[src/rtl/sram_test_pkg.sv]
// Shared types and constants for the SRAM BIST sequencer.
// Latency: n/a (declarations only).
// Backpressure: n/a.
package sram_test_pkg;

    typedef enum logic [3:0] {
        S_IDLE,
        S_CFG,
        S_ARM,
        S_WR_ISSUE,
        S_WR_WAIT,
        S_RD_ISSUE,
        S_RD_WAIT,
        S_CHECK,
        S_DONE
    } seq_state_t;

    // Controller status[7:0] one-hot state codes
    localparam logic [7:0] ST_CONFIG = 8'h01;
    localparam logic [7:0] ST_IDLE   = 8'h02;
    localparam logic [7:0] ST_READ   = 8'h04;
    localparam logic [7:0] ST_WRITE  = 8'h08;
    localparam logic [7:0] ST_UPDATE = 8'h10;

    localparam int EN_ENA_BIT = 0;
    localparam int EN_CMD_BIT = 1;
    localparam logic [31:0] EN_WRITE = 32'(1) << EN_ENA_BIT;
    localparam logic [31:0] EN_READ  = EN_WRITE | (32'(1) << EN_CMD_BIT);

    // Increment addressing, no cycling
    localparam logic [31:0] OP_LINEAR = 32'h0;

    // Entry 0 is applied first
    localparam logic [3:0][7:0] PAT_TABLE = {8'hFF, 8'h00, 8'hAA, 8'h55};

endpackage

[src/rtl/sram_bist_seq_if.sv]
// Register-level link between the BIST sequencer and the SRAM controller.
// Latency: n/a (wires only).
// Backpressure: controller progress is reported through status.
interface sram_bist_seq_if;
    logic [31:0] enable;
    logic [31:0] send;
    logic [31:0] sta_addr;
    logic [31:0] tim_cfg;
    logic [31:0] op_cfg;
    logic [31:0] status;
    logic [31:0] outp_data;
    logic [31:0] outp_addr;

    modport master (
        output enable, send, sta_addr, tim_cfg, op_cfg,
        input  status, outp_data, outp_addr
    );

    modport slave (
        input  enable, send, sta_addr, tim_cfg, op_cfg,
        output status, outp_data, outp_addr
    );
endinterface

[src/rtl/sram_bist_pat.sv]
// Maps a pattern index to a DATA_W test word and flags the final pattern.
// Latency: combinational.
// Backpressure: none.
module sram_bist_pat
    import sram_test_pkg::*;
#(
    parameter int DATA_W  = 8,
    parameter int NUM_PAT = 4
) (
    input  logic [1:0]        pat_idx,
    output logic [DATA_W-1:0] pattern,
    output logic              last_pat
);

    logic [7:0] pat_byte;

    assign pat_byte = PAT_TABLE[pat_idx];
    assign last_pat = (pat_idx == 2'(NUM_PAT - 1));

    // Widths above 8 repeat the byte; narrower widths keep its low bits
    for (genvar g = 0; g < DATA_W; g++) begin : g_bit
        assign pattern[g] = pat_byte[g % 8];
    end

endmodule

[src/rtl/sram_bist_seq.sv]
// Autonomous fill/readback memory test driving the SRAM controller registers.
// Latency: per read 1 issue + controller turnaround + 1 check cycle.
// Backpressure: each command waits for controller IDLE, bounded by TO_CYC.
module sram_bist_seq
    import sram_test_pkg::*;
#(
    parameter int DATA_W  = 8,
    parameter int ADDR_W  = 10,
    parameter int DEPTH   = 1024,
    parameter int NUM_PAT = 4,
    parameter int TO_CYC  = 4096
) (
    input  logic              clk,
    input  logic              reset_n,
    input  logic              start,
    output logic              busy,
    output logic              done,
    output logic              pass,
    output logic              timeout,
    output logic [15:0]       err_cnt,
    output logic [ADDR_W-1:0] fail_addr,
    output logic [DATA_W-1:0] fail_data,
    sram_bist_seq_if.master   ctrl
);

    localparam int TO_W = $clog2(TO_CYC + 1);
    localparam logic [ADDR_W-1:0] LAST_ADDR = ADDR_W'(DEPTH - 1);

    seq_state_t        state;
    logic              tog;
    logic [1:0]        pat_idx;
    logic [ADDR_W-1:0] addr;
    logic              seen;
    logic              cfg_hit;
    logic [TO_W-1:0]   to_cnt;

    logic [DATA_W-1:0] pattern;
    logic              last_pat;
    logic [7:0]        st;
    logic [DATA_W-1:0] rd_data;
    logic [ADDR_W-1:0] rd_addr;
    logic              mismatch;
    logic              wait_state;
    logic              to_hit;
    logic              unused_bits;

    sram_bist_pat #(
        .DATA_W  (DATA_W),
        .NUM_PAT (NUM_PAT)
    ) u_pat (
        .pat_idx  (pat_idx),
        .pattern  (pattern),
        .last_pat (last_pat)
    );

    assign st       = ctrl.status[7:0];
    assign rd_data  = ctrl.outp_data[DATA_W-1:0];
    assign rd_addr  = ctrl.outp_addr[ADDR_W-1:0];
    assign mismatch = (rd_data != pattern) || (rd_addr != addr);

    assign wait_state = (state == S_CFG) || (state == S_ARM) ||
                        (state == S_WR_WAIT) || (state == S_RD_WAIT);
    assign to_hit     = wait_state && (to_cnt == TO_W'(TO_CYC - 1));

    assign unused_bits = ^{ctrl.status[31:8], ctrl.outp_data[31:DATA_W],
                           ctrl.outp_addr[31:ADDR_W]};

    always_ff @(posedge clk) begin
        if (!reset_n) begin
            state         <= S_IDLE;
            busy          <= 1'b0;
            done          <= 1'b0;
            pass          <= 1'b0;
            timeout       <= 1'b0;
            err_cnt       <= '0;
            fail_addr     <= '0;
            fail_data     <= '0;
            ctrl.enable   <= '0;
            ctrl.send     <= '0;
            ctrl.sta_addr <= '0;
            ctrl.tim_cfg  <= '0;
            ctrl.op_cfg   <= '0;
            tog           <= 1'b0;
            pat_idx       <= '0;
            addr          <= '0;
            seen          <= 1'b0;
            cfg_hit       <= 1'b0;
            to_cnt        <= '0;
        end else begin
            if (wait_state) begin
                to_cnt <= to_cnt + 1'b1;
            end

            case (state)
                S_IDLE: begin
                    if (start) begin
                        err_cnt       <= '0;
                        fail_addr     <= '0;
                        fail_data     <= '0;
                        timeout       <= 1'b0;
                        done          <= 1'b0;
                        pass          <= 1'b0;
                        busy          <= 1'b1;
                        ctrl.enable   <= '0;
                        ctrl.sta_addr <= '0;
                        ctrl.op_cfg   <= OP_LINEAR;
                        ctrl.tim_cfg  <= 32'(DEPTH - 1);
                        pat_idx       <= '0;
                        cfg_hit       <= 1'b0;
                        to_cnt        <= '0;
                        state         <= S_CFG;
                    end
                end
                // Controller must settle in CONFIG for two cycles before arming
                S_CFG: begin
                    cfg_hit <= (st == ST_CONFIG);
                    if (cfg_hit && st == ST_CONFIG) begin
                        ctrl.enable <= EN_WRITE;
                        to_cnt      <= '0;
                        state       <= S_ARM;
                    end
                end
                S_ARM: begin
                    if (st == ST_IDLE) begin
                        state <= S_WR_ISSUE;
                    end
                end
                S_WR_ISSUE: begin
                    tog         <= ~tog;
                    ctrl.send   <= {~tog, {(31 - DATA_W){1'b0}}, pattern};
                    ctrl.enable <= EN_WRITE;
                    seen        <= 1'b0;
                    to_cnt      <= '0;
                    state       <= S_WR_WAIT;
                end
                S_WR_WAIT: begin
                    if (st != ST_IDLE) begin
                        seen <= 1'b1;
                    end else if (seen) begin
                        addr  <= '0;
                        state <= S_RD_ISSUE;
                    end
                end
                // tog keeps send changing even if the same address is reissued
                S_RD_ISSUE: begin
                    tog         <= ~tog;
                    ctrl.send   <= {~tog, {(31 - ADDR_W){1'b0}}, addr};
                    ctrl.enable <= EN_READ;
                    seen        <= 1'b0;
                    to_cnt      <= '0;
                    state       <= S_RD_WAIT;
                end
                S_RD_WAIT: begin
                    if (st != ST_IDLE) begin
                        seen <= 1'b1;
                    end else if (seen) begin
                        state <= S_CHECK;
                    end
                end
                S_CHECK: begin
                    if (mismatch) begin
                        if (err_cnt != 16'hFFFF) begin
                            err_cnt <= err_cnt + 16'd1;
                        end
                        if (err_cnt == '0) begin
                            fail_addr <= addr;
                            fail_data <= rd_data;
                        end
                    end
                    if (addr == LAST_ADDR) begin
                        if (last_pat) begin
                            state <= S_DONE;
                        end else begin
                            pat_idx     <= pat_idx + 2'd1;
                            ctrl.enable <= EN_WRITE;
                            state       <= S_WR_ISSUE;
                        end
                    end else begin
                        addr  <= addr + 1'b1;
                        state <= S_RD_ISSUE;
                    end
                end
                S_DONE: begin
                    ctrl.enable <= '0;
                    busy        <= 1'b0;
                    done        <= 1'b1;
                    pass        <= (err_cnt == '0) && !timeout;
                    state       <= S_IDLE;
                end
                default: state <= S_IDLE;
            endcase

            // A stuck wait overrides whatever the state would have done
            if (to_hit) begin
                ctrl.enable <= '0;
                timeout     <= 1'b1;
                pass        <= 1'b0;
                done        <= 1'b1;
                busy        <= 1'b0;
                state       <= S_IDLE;
            end
        end
    end

endmodule

[src/flat_wrapper.sv]
// flat-port wrapper written by rule: the top's interface ports become plain ports
module sram_bist_seq_flat import sram_test_pkg::*;
#(
    parameter int DATA_W  = 8,
    parameter int ADDR_W  = 10,
    parameter int DEPTH   = 1024,
    parameter int NUM_PAT = 4,
    parameter int TO_CYC  = 4096
)
  (clk, reset_n, start, busy, done, pass, timeout, err_cnt, fail_addr, fail_data, ctrl_enable, ctrl_send, ctrl_sta_addr, ctrl_tim_cfg, ctrl_op_cfg, ctrl_status, ctrl_outp_data, ctrl_outp_addr);
  sram_bist_seq_if ctrl_i ();
  input  logic clk;
  input  logic reset_n;
  input  logic start;
  output logic busy;
  output logic done;
  output logic pass;
  output logic timeout;
  output logic [15:0] err_cnt;
  output logic [ADDR_W-1:0] fail_addr;
  output logic [DATA_W-1:0] fail_data;
  output wire logic [$bits(ctrl_i.enable)-1:0] ctrl_enable;
  output wire logic [$bits(ctrl_i.send)-1:0] ctrl_send;
  output wire logic [$bits(ctrl_i.sta_addr)-1:0] ctrl_sta_addr;
  output wire logic [$bits(ctrl_i.tim_cfg)-1:0] ctrl_tim_cfg;
  output wire logic [$bits(ctrl_i.op_cfg)-1:0] ctrl_op_cfg;
  input wire logic [$bits(ctrl_i.status)-1:0] ctrl_status;
  input wire logic [$bits(ctrl_i.outp_data)-1:0] ctrl_outp_data;
  input wire logic [$bits(ctrl_i.outp_addr)-1:0] ctrl_outp_addr;
  assign ctrl_enable = ctrl_i.enable;
  assign ctrl_send = ctrl_i.send;
  assign ctrl_sta_addr = ctrl_i.sta_addr;
  assign ctrl_tim_cfg = ctrl_i.tim_cfg;
  assign ctrl_op_cfg = ctrl_i.op_cfg;
  assign ctrl_i.status = ctrl_status;
  assign ctrl_i.outp_data = ctrl_outp_data;
  assign ctrl_i.outp_addr = ctrl_outp_addr;
  sram_bist_seq #(.DATA_W(DATA_W), .ADDR_W(ADDR_W), .DEPTH(DEPTH), .NUM_PAT(NUM_PAT), .TO_CYC(TO_CYC)) u_core (.clk(clk), .reset_n(reset_n), .start(start), .busy(busy), .done(done), .pass(pass), .timeout(timeout), .err_cnt(err_cnt), .fail_addr(fail_addr), .fail_data(fail_data), .ctrl(ctrl_i));
endmodule
[config.mk]
export PLATFORM = sky130hd
export DESIGN_NAME = sram_bist_seq_flat
export DESIGN_NICKNAME = d
export VERILOG_FILES = /design/src/rtl/sram_test_pkg.sv /design/src/rtl/sram_bist_seq_if.sv /design/src/rtl/sram_bist_pat.sv /design/src/rtl/sram_bist_seq.sv /design/src/flat_wrapper.sv
export SDC_FILE = /design/constraint.sdc
export NUM_CORES = 1
export LEC_CHECK = 0
export ABC_AREA = 1
export CORE_MARGIN = 8
export CORE_UTILIZATION = 37
export DETAILED_ROUTE_END_ITERATION = 8
export GPL_ROUTABILITY_DRIVEN = 0
export PLACE_DENSITY = 0.75
export SLEW_MARGIN = 20
export SYNTH_ARGS = -nofsm -noshare
export SYNTH_HDL_FRONTEND = slang
export SYNTH_HIERARCHICAL = 1
export SYNTH_SLANG_ARGS = --single-unit
[constraint.sdc]
create_clock -name clk -period 2 [get_ports clk]
set_input_delay 0.2 -clock clk [delete_from_list [all_inputs] [get_ports clk]]
set_output_delay 0.2 -clock clk [all_outputs]
set_load 0.1 [all_outputs]
# After elaboration in Yosys (flattened, before gate mapping)
# Cells that the tools add are included.
# totals
ff_bits	135
inputBits	99
out_inout_bits	198
wordCells	144
# op_classes
n_addsub	4
magnitude_cmp	1
eq_ne	32
n_mux	53
n_bitwise	2
reduce_logical	35
# op_table
op	n
one-hot mux 32 bit (6 select lines)	1
2-to-1 mux 32 bit	4
one-hot mux 32 bit (2 select lines)	1
2-to-1 mux 10 bit	6
2-to-1 mux 16 bit	3
one-hot mux 10 bit (2 select lines)	2
2-to-1 mux 13 bit	3
one-hot mux 13 bit (3 select lines)	1
2-to-1 mux 4 bit	9
2-to-1 mux 8 bit	4
one-hot mux 16 bit (2 select lines)	1
one-hot mux 4 bit (8 select lines)	1
adder 16 x 1 -> 16 bit, second input constant	1
binary-select mux 8 bit (select 2 bit)	1
== test 4 x 3 -> 1 bit, second input constant	4
zero test 16 bit	1
inequality test 16 bit, second input constant	1
one-hot mux 8 bit (2 select lines)	1
AND reduction 4 bit	4
nonzero test 2 bit	8
inequality test 2 x 1 -> 1 bit, second input constant	7
inequality test 2 bit, second input constant	7
adder 13 x 1 -> 13 bit, second input constant	1
== test 13 x 12 -> 1 bit, second input constant	1
other kinds (29)	54

# Depth between registers and ports, before layout
# Gate-level depths: netlist of run 1.
# logic_depth
depth_word	7
ltp_mapped	14
depth_no_buf	12

# Cells and area by module
# Netlist of run 1, hierarchy kept.
# by_module_without_submodules
mod	n_inst	cells_each	area_per_inst_um2	seq_area_each_um2
sram_bist_seq	1	877	5876.9	1661.6
sram_bist_pat	1	9	68.8	0.0

# Least setup slack after synthesis of run 1
# OpenSTA, ideal clock, no wires.
# synth_path
path_kind	register to register
start	register u_core.err_cnt[0]
end	register u_core.err_cnt[3]
setup_ps	73
arrival_ps	2453
required_time_ps	1927
slack_ps	-526
path_stages_with_launch	11
n_path_buf	1
synth_period_minus_slack_ps	2526
cell_sequence	dfxtp_1 -> ha_1 -> nand3_1 -> inv_1 -> nand2_1 -> nor2_1 -> a21oi_4 -> nand3_4 -> buf_6 -> nand2_1 -> a21oi_1
# synth_between
elab_chain_len	4
word_cells_on_any_way	7
classes_between	add/sub (1); eq/ne (2); mux (3); reduce/logical (1)
# synth_rtl
item	line	rtl
start, declared	sram_bist_seq.sv:20	output logic [15:0] err_cnt,
start signal, assigned	sram_bist_seq.sv:163	err_cnt <= err_cnt + 16'd1;
adder 16 x 1 -> 16 bit	sram_bist_seq.sv:163	
2-to-1 mux 16 bit	sram_bist_seq.sv:162	if (err_cnt != 16'hFFFF) begin
2-to-1 mux 16 bit	sram_bist_seq.sv:161	if (mismatch) begin
one-hot mux 16 bit (2 select lines)	sram_bist_seq.sv:94	case (state)
# Parallel ways exist; a longest one is shown, timed or not. The select of a mux whose other input is x is not followed.
# A chain may end at the register's enable or synchronous reset.

# Final worst setup path of run 1
# layout_path
start	register u_core.pat_idx[1]
end	register u_core.err_cnt[6]
# layout_between
elab_chain_len	6
# layout_rtl
item	line	rtl
start, declared	sram_bist_seq.sv:31	logic [1:0] pat_idx;
start signal, assigned	sram_bist_seq.sv:174	pat_idx <= pat_idx + 2'd1;
binary-select mux 8 bit (select 2 bit)	sram_bist_pat.sv:17	assign pat_byte = PAT_TABLE[pat_idx];
2-to-1 mux 8 bit (not written as such)	sram_bist_pat.sv:17	
inequality test 8 bit	sram_bist_seq.sv:59	assign mismatch = (rd_data != pattern) || (rd_addr != addr);
logical OR 1 bit	sram_bist_seq.sv:59	
inequality test 2 x 1 -> 1 bit (no source line)	--	
AND reduction 4 bit (no source line)	--	
# Every way passes these cells. The select of a mux whose other input is x is not followed.

==> results of run 1 <==
[timing repair]
action | in CTS | in global routing
cloned | 1 | 2
setup endpoints to repair | 34 | 34
setup buffers | 0 | 5
resized for setup | 2 | 19
pin swaps | 1 | 7
[sequential cells by signal (all words and copies together) (netlist names)]
signal               count
u_core/err_cnt          16
u_core/to_cnt           13
u_core/ctrl.send        11
u_core/addr             10
u_core/fail_addr        10
u_core/fail_data         8
u_core/state             4
u_core/ctrl.enable       2
u_core/pat_idx           2
u_core/busy              1
u_core/cfg_hit           1
u_core/ctrl.tim_cfg      1
u_core/done              1
u_core/pass              1
u_core/seen              1
u_core/timeout           1
[metal layers]
layer | vias up | routed length, µm
li1 | 2718 | -
met1 | 2435 | 6270
met2 | 226 | 7710
met3 | 26 | 1240
met4 | 0 | 360
met5 | - | 0
[per-stage QoR]
| step | power, mW | cells | utilization | hold slack (ns) | setup TNS [ns] |
|---|---|---|---|---|---|
| final | 7.69 | 1205 | 0.445 | 0.459 | 0 |
| after global routing | 8.03 | 1205 | 0.445 | 0.477 | -0.0521 |
| after CTS | 7.49 | 1198 | 0.435 | 0.458 | 0 |
| after detailed placement | 5.57 | 1182 | 0.413 | 0.445 | -2.50 |
| after global placement | 5.55 | 1182 | 0.413 | 0.439 | -2.19 |
| after floorplan | 5.21 | 1022 | - | 0.367 | 0 |
[worst max-delay path, stage by stage (launching register included)]
cell and delay (ns):
dfxtp_2 0.34, ha_4 0.29, clkinvlp_4 0.12, nand2_1 0.08, nand2_1 0.05, nor2_1 0.10, nand2_1 0.07, nor2_2 0.15
nand3_4 0.20, buf_8 0.23, nand4_1 0.09, a21oi_2 0.06
[cells in the final DEF (no fill, tap or decap), types with 2 or more instances in the layout]
cell type	count
clkbuf_16	9
xor2_1	17
a21oi_2	17
clkbuf_8	3
nor3_1	11
conb_1	137
a21oi_4	2
ha_1	4
dfxtp_1	66
dfxtp_4	2
nor2_1	103
buf_4	98
nand2_1	179
bufinv_16	2
clkinv_1	2
nand2_2	14
nor2_2	4
nand3_1	35
buf_12	5
o21ai_1	3
and2_1	2
a21oi_1	46
xnor2_1	6
inv_1	87
o21ai_0	20
nand3_4	5
clkdlybuf4s50_1	28
nand4_1	47
o211ai_1	2
dfxtp_2	15
[report_power, final]
part           leakage [nW]  internal, mW  switching, mW
combinational          2.29         0.867           3.10
sequential            0.679          1.75         0.0986
clock                 0.165          1.19          0.680
[worst paths after layout]
kind / start / endpoint / slack, ns / depth (start not counted)
worst max-delay path: u_core/pat_idx[1] / u_core/err_cnt[6] / 0.08 / 11
worst min-delay path: u_core/ctrl.enable[0] / u_core/ctrl.enable[0] / 0.46 / 2
worst max register to register: u_core/pat_idx[1] / u_core/err_cnt[6] / 0.08 / 11
worst min register to register: u_core/ctrl.enable[0] / u_core/ctrl.enable[0] / 0.46 / 2
[logic make-up (layout without fill, tap and decap cells)]
logic type | Yosys count | after routing | share of synthesized area
and+or+nand+nor | 404 | 406 | 0.305
buffers and inverters | 275 | 240 | 0.277
AOI/OAI and AO/OA | 94 | 94 | 0.0915
DFF | 83 | 83 | 0.279
xor gates and xnor gates | 23 | 23 | 0.0339
adders and majority gates | 5 | 5 | 0.0105
other | 1 | 137 | 0.000631
muxes | 1 | 1 | 0.00168
[final cells by class]
cell class                      count  area [µm²]
Timing Repair inverter              1        7.51
Clock buffer                       12         267
Fill cell                        1659        8750
Tap cell                          216         270
Timing Repair Buffer              133        1140
Sequential cell                    83        1690
Multi-Input combinational cell    666        3230
Inverter                           91         344
Clock inverter                      3        68.8
==> results.sh, run 1 <==
export IMPL_ys_async_sr_fraction=0
export IMPL_syn_inst=886
export IMPL_cap_violations=0
export IMPL_period_needed_ns=1.92
export IMPL_finalSetupViolCount=0
export IMPL_clk_pin_slew_ns=0.06
export IMPL_hold_class="reg -> reg"
export IMPL_grtUsageTotal=0.146
export IMPL_antenna_found_initial=0
export IMPL_core_area_um2=15800
export IMPL_nets=1089
export IMPL_clockBufferDepth=2
export IMPL_seq_area_frac_synth=0.279
export IMPL_portBuffers=89
export IMPL_synth_top_cell_by_area="dfxtp_1"
export IMPL_p_leak_nw=3.13
export IMPL_post_route_cell_area_um2=7020
export IMPL_synthToLayoutAreaGrowth_pct=18.0
export IMPL_cts_sinks=83
export IMPL_cts_inserted_buffers=9
export IMPL_fmax_ghz=0.521
export IMPL_clock_skew_ns=0.0105
export IMPL_rsz0062_at_grt="true"
export IMPL_met1_usage=0.171
export IMPL_grt_busiest_layer="met2"
export IMPL_antenna_cells=0
export IMPL_clk_latency_ns=0.35
export IMPL_vias=5405
export IMPL_die_h_um=143
export IMPL_grt_overflow_total=0
export IMPL_rows=46
export IMPL_avgRoutedWirePerCell_um=12.9
export IMPL_crit_required_ns=2.23
export IMPL_fin_crit_sh=0.959
export IMPL_final_max_slew_viol_count=0
export IMPL_die_area_um2=20400
export IMPL_root_buffer="clkbuf_16"
export IMPL_hold_viol=0
export IMPL_setup_ws_ns=0.0821
export IMPL_outcome="completed"
export IMPL_ys_ff_latch=83
export IMPL_grtUsageMet2=0.248
export IMPL_dpl_instance_area_um2=6510
export IMPL_synth_top_area_frac=0.279
export IMPL_path_class="reg -> reg"
export IMPL_grt_max_degree=40
export IMPL_p_per_area_nw_per_um2=1100
export IMPL_worstSetupStartpointType="register"
export IMPL_yosys_warnings=6
export IMPL_grt_pass1_wl_mm=24.1
export IMPL_tritoncts="yes"
export IMPL_initialDrtViolationCount=326
export IMPL_drc=0
export IMPL_start_util=0.377
export IMPL_grt_pass1_vias=4944
export IMPL_met3_usage=0.0321
export IMPL_antenna_left=0
export IMPL_dr_pass1_iters=5
export IMPL_ioPinCount=297
export IMPL_h_tree_depth=3
export IMPL_crit_arrival_ns=2.14
export IMPL_hold_buffers=0
export IMPL_syn_area_per_cell_um2=6.71
export IMPL_synth_ff_type="dfxtp_1"
export IMPL_dp_hpwl_mm=11.9
export IMPL_wirelength_mm=15.6
export IMPL_path_max_fanout=16
export IMPL_synthTopCellsByArea="dfxtp_1 28%, buf_4 20%, nand2_1 11%, nor2_1 6.6%, inv_1 5.6%"
export IMPL_dpl_worst_slack_ns=-0.115
export IMPL_endpoint_kind="register"
export IMPL_drive_above_1_share=0.188
export IMPL_syn_area_um2=5950
export IMPL_yosys_cell_count_top_type="nand2_1"
export IMPL_synth_edf_count=0
export IMPL_die_x_um=143
export IMPL_synth_distinct_cells=39
export IMPL_via_per_inst=4.49
export IMPL_synth_common_cells="182 x nand2_1, 155 x buf_4, 104 x nor2_1"
export IMPL_ir_drop_mv=0.611
Power figures use the tool's default switching activity.
==> run 2: changes to the inputs <==
- CELL_PAD_IN_SITES_DETAIL_PLACEMENT: unset -> 1
- CELL_PAD_IN_SITES_GLOBAL_PLACEMENT: unset -> 2
- CORE_UTILIZATION: 37 -> 18
- PLACE_DENSITY: 0.75 -> 0.73
==> results.sh, run 2 (same netlist as run 1, synthesis figures left out) <==
export IMPL_antenna_left=0
export IMPL_grt_pass1_wl_mm=31.0
export IMPL_fin_crit_sh=0.971
export IMPL_critPathMaxStageDelay_ns=0.34
export IMPL_clk_pin_slew_ns=0.07
export IMPL_wirelength_mm=20.0
export IMPL_holdPathStages=2
export IMPL_rows=66
export IMPL_layout_common_cells="178 x nand2_1, 137 x conb_1, 118 x buf_4, 101 x nor2_1, 86 x inv_1"
export IMPL_cap_violations=0
export IMPL_clockBufferDepth=2
export IMPL_cts_sinks=83
export IMPL_initialDrtViolationCount=174
export IMPL_nets=1109
export IMPL_nFillCells=4098
export IMPL_hold_buffers=0
export IMPL_grt_overflow_total=0
export IMPL_dp_hpwl_mm=15.9
export IMPL_fmax_ghz=0.515
export IMPL_synthToLayoutAreaGrowth_pct=25.9
export IMPL_hold_class="reg -> reg"
export IMPL_hold_viol=0
export IMPL_largest_reg_flops=16
export IMPL_via_per_inst=3.77
export IMPL_cts_inserted_buffers=9
export IMPL_period_needed_ns=1.94
export IMPL_die_h_um=198
export IMPL_path_max_fanout=9
export IMPL_hold_ws_ns=0.457
export IMPL_final_common_cell="nand2_1"
export IMPL_largest_register="u_core/err_cnt"
export IMPL_rsz0062_at_grt="true"
export IMPL_antenna_found_initial=0
export IMPL_vias=5476
export IMPL_p_per_area_nw_per_um2=1040
export IMPL_rr_worst_depth=13
export IMPL_portBuffers=89
export IMPL_drive_above_1_share=0.207
export IMPL_reg_largest_list="u_core/err_cnt x16, u_core/to_cnt x13, u_core/ctrl.send x11"
export IMPL_p_leak_nw=3.24
export IMPL_timing_rr_start="u_core/pat_idx[1]"
export IMPL_reg2reg_to="u_core/fail_addr[6]"
export IMPL_crit_required_ns=2.28
export IMPL_hold_path_endpoint="u_core/ctrl.enable[0]"
export IMPL_worst_path_max_delay_cell="dfxtp_2"
export IMPL_ioPinCount=297
export IMPL_min_from="u_core/ctrl.enable[0]"
export IMPL_final_max_slew_viol_count=0
export IMPL_crit_arrival_ns=2.22
export IMPL_drc=0
export IMPL_h_tree_depth=3
export IMPL_root_buffer="clkbuf_16"
export IMPL_outcome="completed"
export IMPL_regToRegSetupSlack_ns=0.06
export IMPL_dr_pass1_iters=4
export IMPL_grt_pass1_vias=5794
export IMPL_antenna_cells=0
export IMPL_setup_tns_final_ns=0
export IMPL_path_class="reg -> reg"
export IMPL_avgRoutedWirePerCell_um=13.7
export IMPL_slew_headroom=0.595
export IMPL_tritoncts="yes"
export IMPL_finalSetupViolCount=0
export IMPL_die_x_um=198
export IMPL_clk_latency_ns=0.35
export IMPL_endpoint_kind="register"
export IMPL_clock_skew_ns=0.00688
export IMPL_crit_chain="ha_4 -> inv_8 -> buf_6 -> nand2_2 -> nand2_1 -> nor2_1 -> nand2_1 -> nor2_4 -> nand3_4 -> nand3_4 -> buf_12 -> nand2_4 -> a21oi_2"
export IMPL_ir_drop_mv=0.460
export IMPL_start_util=0.183
export IMPL_grt_max_degree=44
export IMPL_die_area_um2=39100
export IMPL_core_area_um2=32500
export IMPL_worstSetupStartpointType="register"
export IMPL_tightest_slew_ns=0.608
export IMPL_grtUsageTotal=0.0984
[run 2: cell types whose count changed in the layout (fill, tap and decap cells not counted), sizes merged]
cell    previous run  this run
clkbuf            12        13
buf              105       125
inv               90        89
bufinv             2         3
[run 2: per-layer routing]
metal / vias to the layer above / routed length [µm] / track usage
met5: - / 0 / 0
met4: 0 / 259 / 0.0318
met3: 12 / 925 / 0.0173
met2: 128 / 9750 / 0.171
met1: 2570 / 9030 / 0.122
li1: 2766 / - / -
[run 2: worst max-delay path by stage]
| stage | startpoint | to | slack (ns) | depth (start not counted) |
|---|---|---|---|---|
| floorplan | u_core/err_cnt[15] | u_core/err_cnt[3] | 0.003 | 9 |
| global placement | u_core/pat_idx[0] | u_core/fail_addr[5] | -0.16 | 12 |
| detailed placement | u_core/pat_idx[0] | u_core/fail_addr[5] | -0.26 | 12 |
| CTS | u_core/pat_idx[1] | u_core/fail_addr[3] | 0.005 | 13 |
| global route | u_core/pat_idx[1] | u_core/err_cnt[1] | -0.09 | 12 |
| finish | u_core/pat_idx[1] | u_core/fail_addr[6] | 0.06 | 13 |
[run 2: through the flow]
stage	total power [mW]	cells	area (µm²)	util	setup slack, ns
3_5_place_dp	5.61	1425	6900	0.212	-0.262
3_3_place_gp	5.58	1425	6900	0.212	-0.156
6_report	7.81	1452	7480	0.230	0.0576
2_1_floorplan	5.21	1022	6480	-	0.00268
4_1_cts	7.78	1447	7320	0.225	0.00476
5_1_grt	8.21	1452	7480	0.230	-0.0864
[run 2: power by group]
part           switching (mW)  internal [mW]  leakage, nW
clock                   0.717           1.26        0.163
sequential              0.109           1.75        0.680
combinational            3.14          0.830         2.39
total                    3.97           3.84         3.24
[run 2: final cells by class]
cell class | instances | area (µm²) | share of cell area
Timing Repair Buffer | 154 | 1300 | 0.174
Tap cell | 442 | 553 | 0.0739
Clock buffer | 12 | 246 | 0.0329
Clock inverter | 4 | 97.6 | 0.0130
Inverter | 91 | 349 | 0.0466
Sequential cell | 83 | 1690 | 0.226
Multi-Input combinational cell | 666 | 3250 | 0.434
[run 2: what timing repair did]
item	in CTS	in global routing
gates resized for setup	5	26
setup buffers	6	2
endpoints found under the setup margin	34	43
cloned	0	3
pin swaps	4	9
[run 2: critical path: cells and delay by family, from the launching register on]
kind,cells,cell delay [ns]
AND/OR/NAND/NOR,8,0.81
flip-flops,1,0.34
buffers and inverters,3,0.31
adder cells (fa/ha/maj),1,0.29
AO/OA/AOI/OAI,1,0.11
==> run 3: changes to the inputs <==
- PLACE_DENSITY: 0.73 -> 0.79
==> results.sh, run 3 (same netlist as run 1, synthesis figures left out) <==
export IMPL_path_class="reg -> reg"
export IMPL_largest_register="u_core/err_cnt"
export IMPL_worst_path_max_delay_cell="dfxtp_2"
export IMPL_power_mw=7.61
export IMPL_instances_no_fill=1456
export IMPL_vias=5587
export IMPL_portBuffers=89
export IMPL_crit_chain="ha_4 -> clkinvlp_4 -> nand2_1 -> nand2_1 -> nor2_1 -> nand2_1 -> nor2_4 -> nand3_4 -> buf_4 -> buf_12 -> nand4_1 -> a21oi_1"
export IMPL_grtUsageTotal=0.103
export IMPL_p_leak_nw=3.25
export IMPL_cp_depth=12
export IMPL_antenna_found_initial=0
export IMPL_core_area_um2=32500
export IMPL_grt_max_degree=44
export IMPL_reg_largest_list="u_core/err_cnt x16, u_core/to_cnt x13, u_core/ctrl.send x11"
export IMPL_dp_hpwl_mm=15.7
export IMPL_dpl_worst_slack_ns=-0.212
export IMPL_endpoint_kind="register"
export IMPL_synthToLayoutAreaGrowth_pct=26.2
export IMPL_critical_path_top_delay_family="simple AND/OR/NAND/NOR gates"
export IMPL_finalSetupViolCount=30
export IMPL_die_area_um2=39100
export IMPL_violations="setup timing"
export IMPL_setup_ws_ns=-0.0457
export IMPL_avgRoutedWirePerCell_um=14.0
export IMPL_layout_common_cells="178 x nand2_1, 137 x conb_1, 116 x buf_4, 102 x nor2_1, 87 x inv_1"
export IMPL_die_x_um=198
export IMPL_critPathBufInv=3
export IMPL_cpMostUsedCell="nand2_1"
export IMPL_cap_violations=0
export IMPL_final_max_slew_viol_count=0
export IMPL_die_h_um=198
export IMPL_holdPathStages=1
export IMPL_clock_skew_ns=0.0111
export IMPL_clk_pin_slew_ns=0.07
export IMPL_rsz0062_at_grt="true"
export IMPL_rr_worst_depth=12
export IMPL_crit_arrival_ns=2.25
export IMPL_root_buffer="clkbuf_16"
export IMPL_fmax_ghz=0.489
export IMPL_path_max_fanout=8
export IMPL_grt_pass1_vias=5872
export IMPL_hold_buffers=0
export IMPL_ioPinCount=297
export IMPL_start_util=0.183
export IMPL_hold_class="reg -> reg"
export IMPL_grt_pass1_wl_mm=31.9
export IMPL_clockBufferDepth=2
export IMPL_critPathMaxStageDelay_ns=0.34
export IMPL_drive_above_1_share=0.205
export IMPL_drc=0
export IMPL_hold_viol=0
export IMPL_wirelength_mm=20.4
export IMPL_antenna_cells=0
export IMPL_initialDrtViolationCount=189
export IMPL_largest_reg_flops=16
export IMPL_grt_overflow_total=0
export IMPL_worstSetupStartpointType="register"
export IMPL_nets=1113
export IMPL_via_per_inst=3.84
export IMPL_fin_crit_sh=1.02
export IMPL_rows=66
export IMPL_tritoncts="yes"
export IMPL_tightest_slew_ns=0.588
export IMPL_p_per_area_nw_per_um2=1010
export IMPL_ir_drop_mv=0.429
export IMPL_cts_sinks=83
export IMPL_outcome="complete, but fails checks"
export IMPL_crit_required_ns=2.20
export IMPL_nFillCells=4115
export IMPL_dpl_instance_area_um2=6890
export IMPL_period_needed_ns=2.05
export IMPL_antenna_left=0
export IMPL_final_common_cell="nand2_1"
export IMPL_dpl_cell_count=1422
export IMPL_cts_inserted_buffers=9
export IMPL_slew_headroom=0.608
export IMPL_dr_pass1_iters=4
export IMPL_h_tree_depth=3
export IMPL_post_route_cell_area_um2=7500
export IMPL_clk_latency_ns=0.35
==> run 3: cell count changes in the layout (fill, tap and decap cells not counted), sizes merged <==
cell | previous run | this run
buf | 125 | 126
bufinv | 3 | 1
clkbuf | 13 | 10
clkinv | 2 | 4
clkinvlp | 1 | 2
inv | 89 | 91
nand3 | 41 | 44
==> run 3: final cells by class <==
cell class	instances	area, µm²	area share
Multi-Input combinational cell	669	3260	0.435
Timing Repair Buffer	154	1340	0.178
Sequential cell	83	1690	0.225
Inverter	91	344	0.0458
Tap cell	442	553	0.0737
Timing Repair inverter	1	7.51	0.00100
Clock inverter	6	72.6	0.00967
Clock buffer	10	239	0.0318
==> run 3: what timing repair did <==
| action | in CTS | in global routing |
|---|---|---|
| pin swaps | 3 | 11 |
| endpoints found under the hold margin | 0 | 0 |
| buffers inserted | 3 | 7 |
| setup endpoints to repair | 34 | 39 |
| cloned | 7 | 1 |
| resized for setup | 18 | 11 |
==> run 3: layer usage <==
metal,global-route usage,part of all wire,up-vias
met5,0,0,-
met1,0.125,0.44,2651
met4,0.0277,0.011,0
li1,-,-,2789
met2,0.178,0.50,137
met3,0.0250,0.051,10
==> run 3: where the power goes <==
part,leakage (nW),total [mW],internal (mW),switching [mW]
Sequential,0.680,1.86,1.76,0.108
Clock,0.150,1.76,1.02,0.747
Combinational,2.42,3.98,0.768,3.22
Total,3.25,7.61,3.54,4.07
==> run 3: worst paths after layout <==
| check | from | slack, ns | end |
|---|---|---|---|
| worst min register to register | u_core/ctrl.send[31] | 0.45 | u_core/ctrl.send[31] |
| worst max-delay path | u_core/pat_idx[0] | -0.05 | u_core/err_cnt[14] |
| worst max register to register | u_core/pat_idx[0] | -0.05 | u_core/err_cnt[14] |
| worst min-delay path | u_core/ctrl.send[31] | 0.45 | u_core/ctrl.send[31] |
==> run 3: per-stage QoR <==
step                      utilization  hold slack (ns)  setup TNS (ns)
after floorplan                     -            0.367               0
after global placement          0.212            0.440           -5.18
after detailed placement        0.212            0.445           -6.24
after CTS                       0.228            0.454          -0.710
after global routing            0.231            0.485           -6.65
final                           0.231            0.451          -0.593
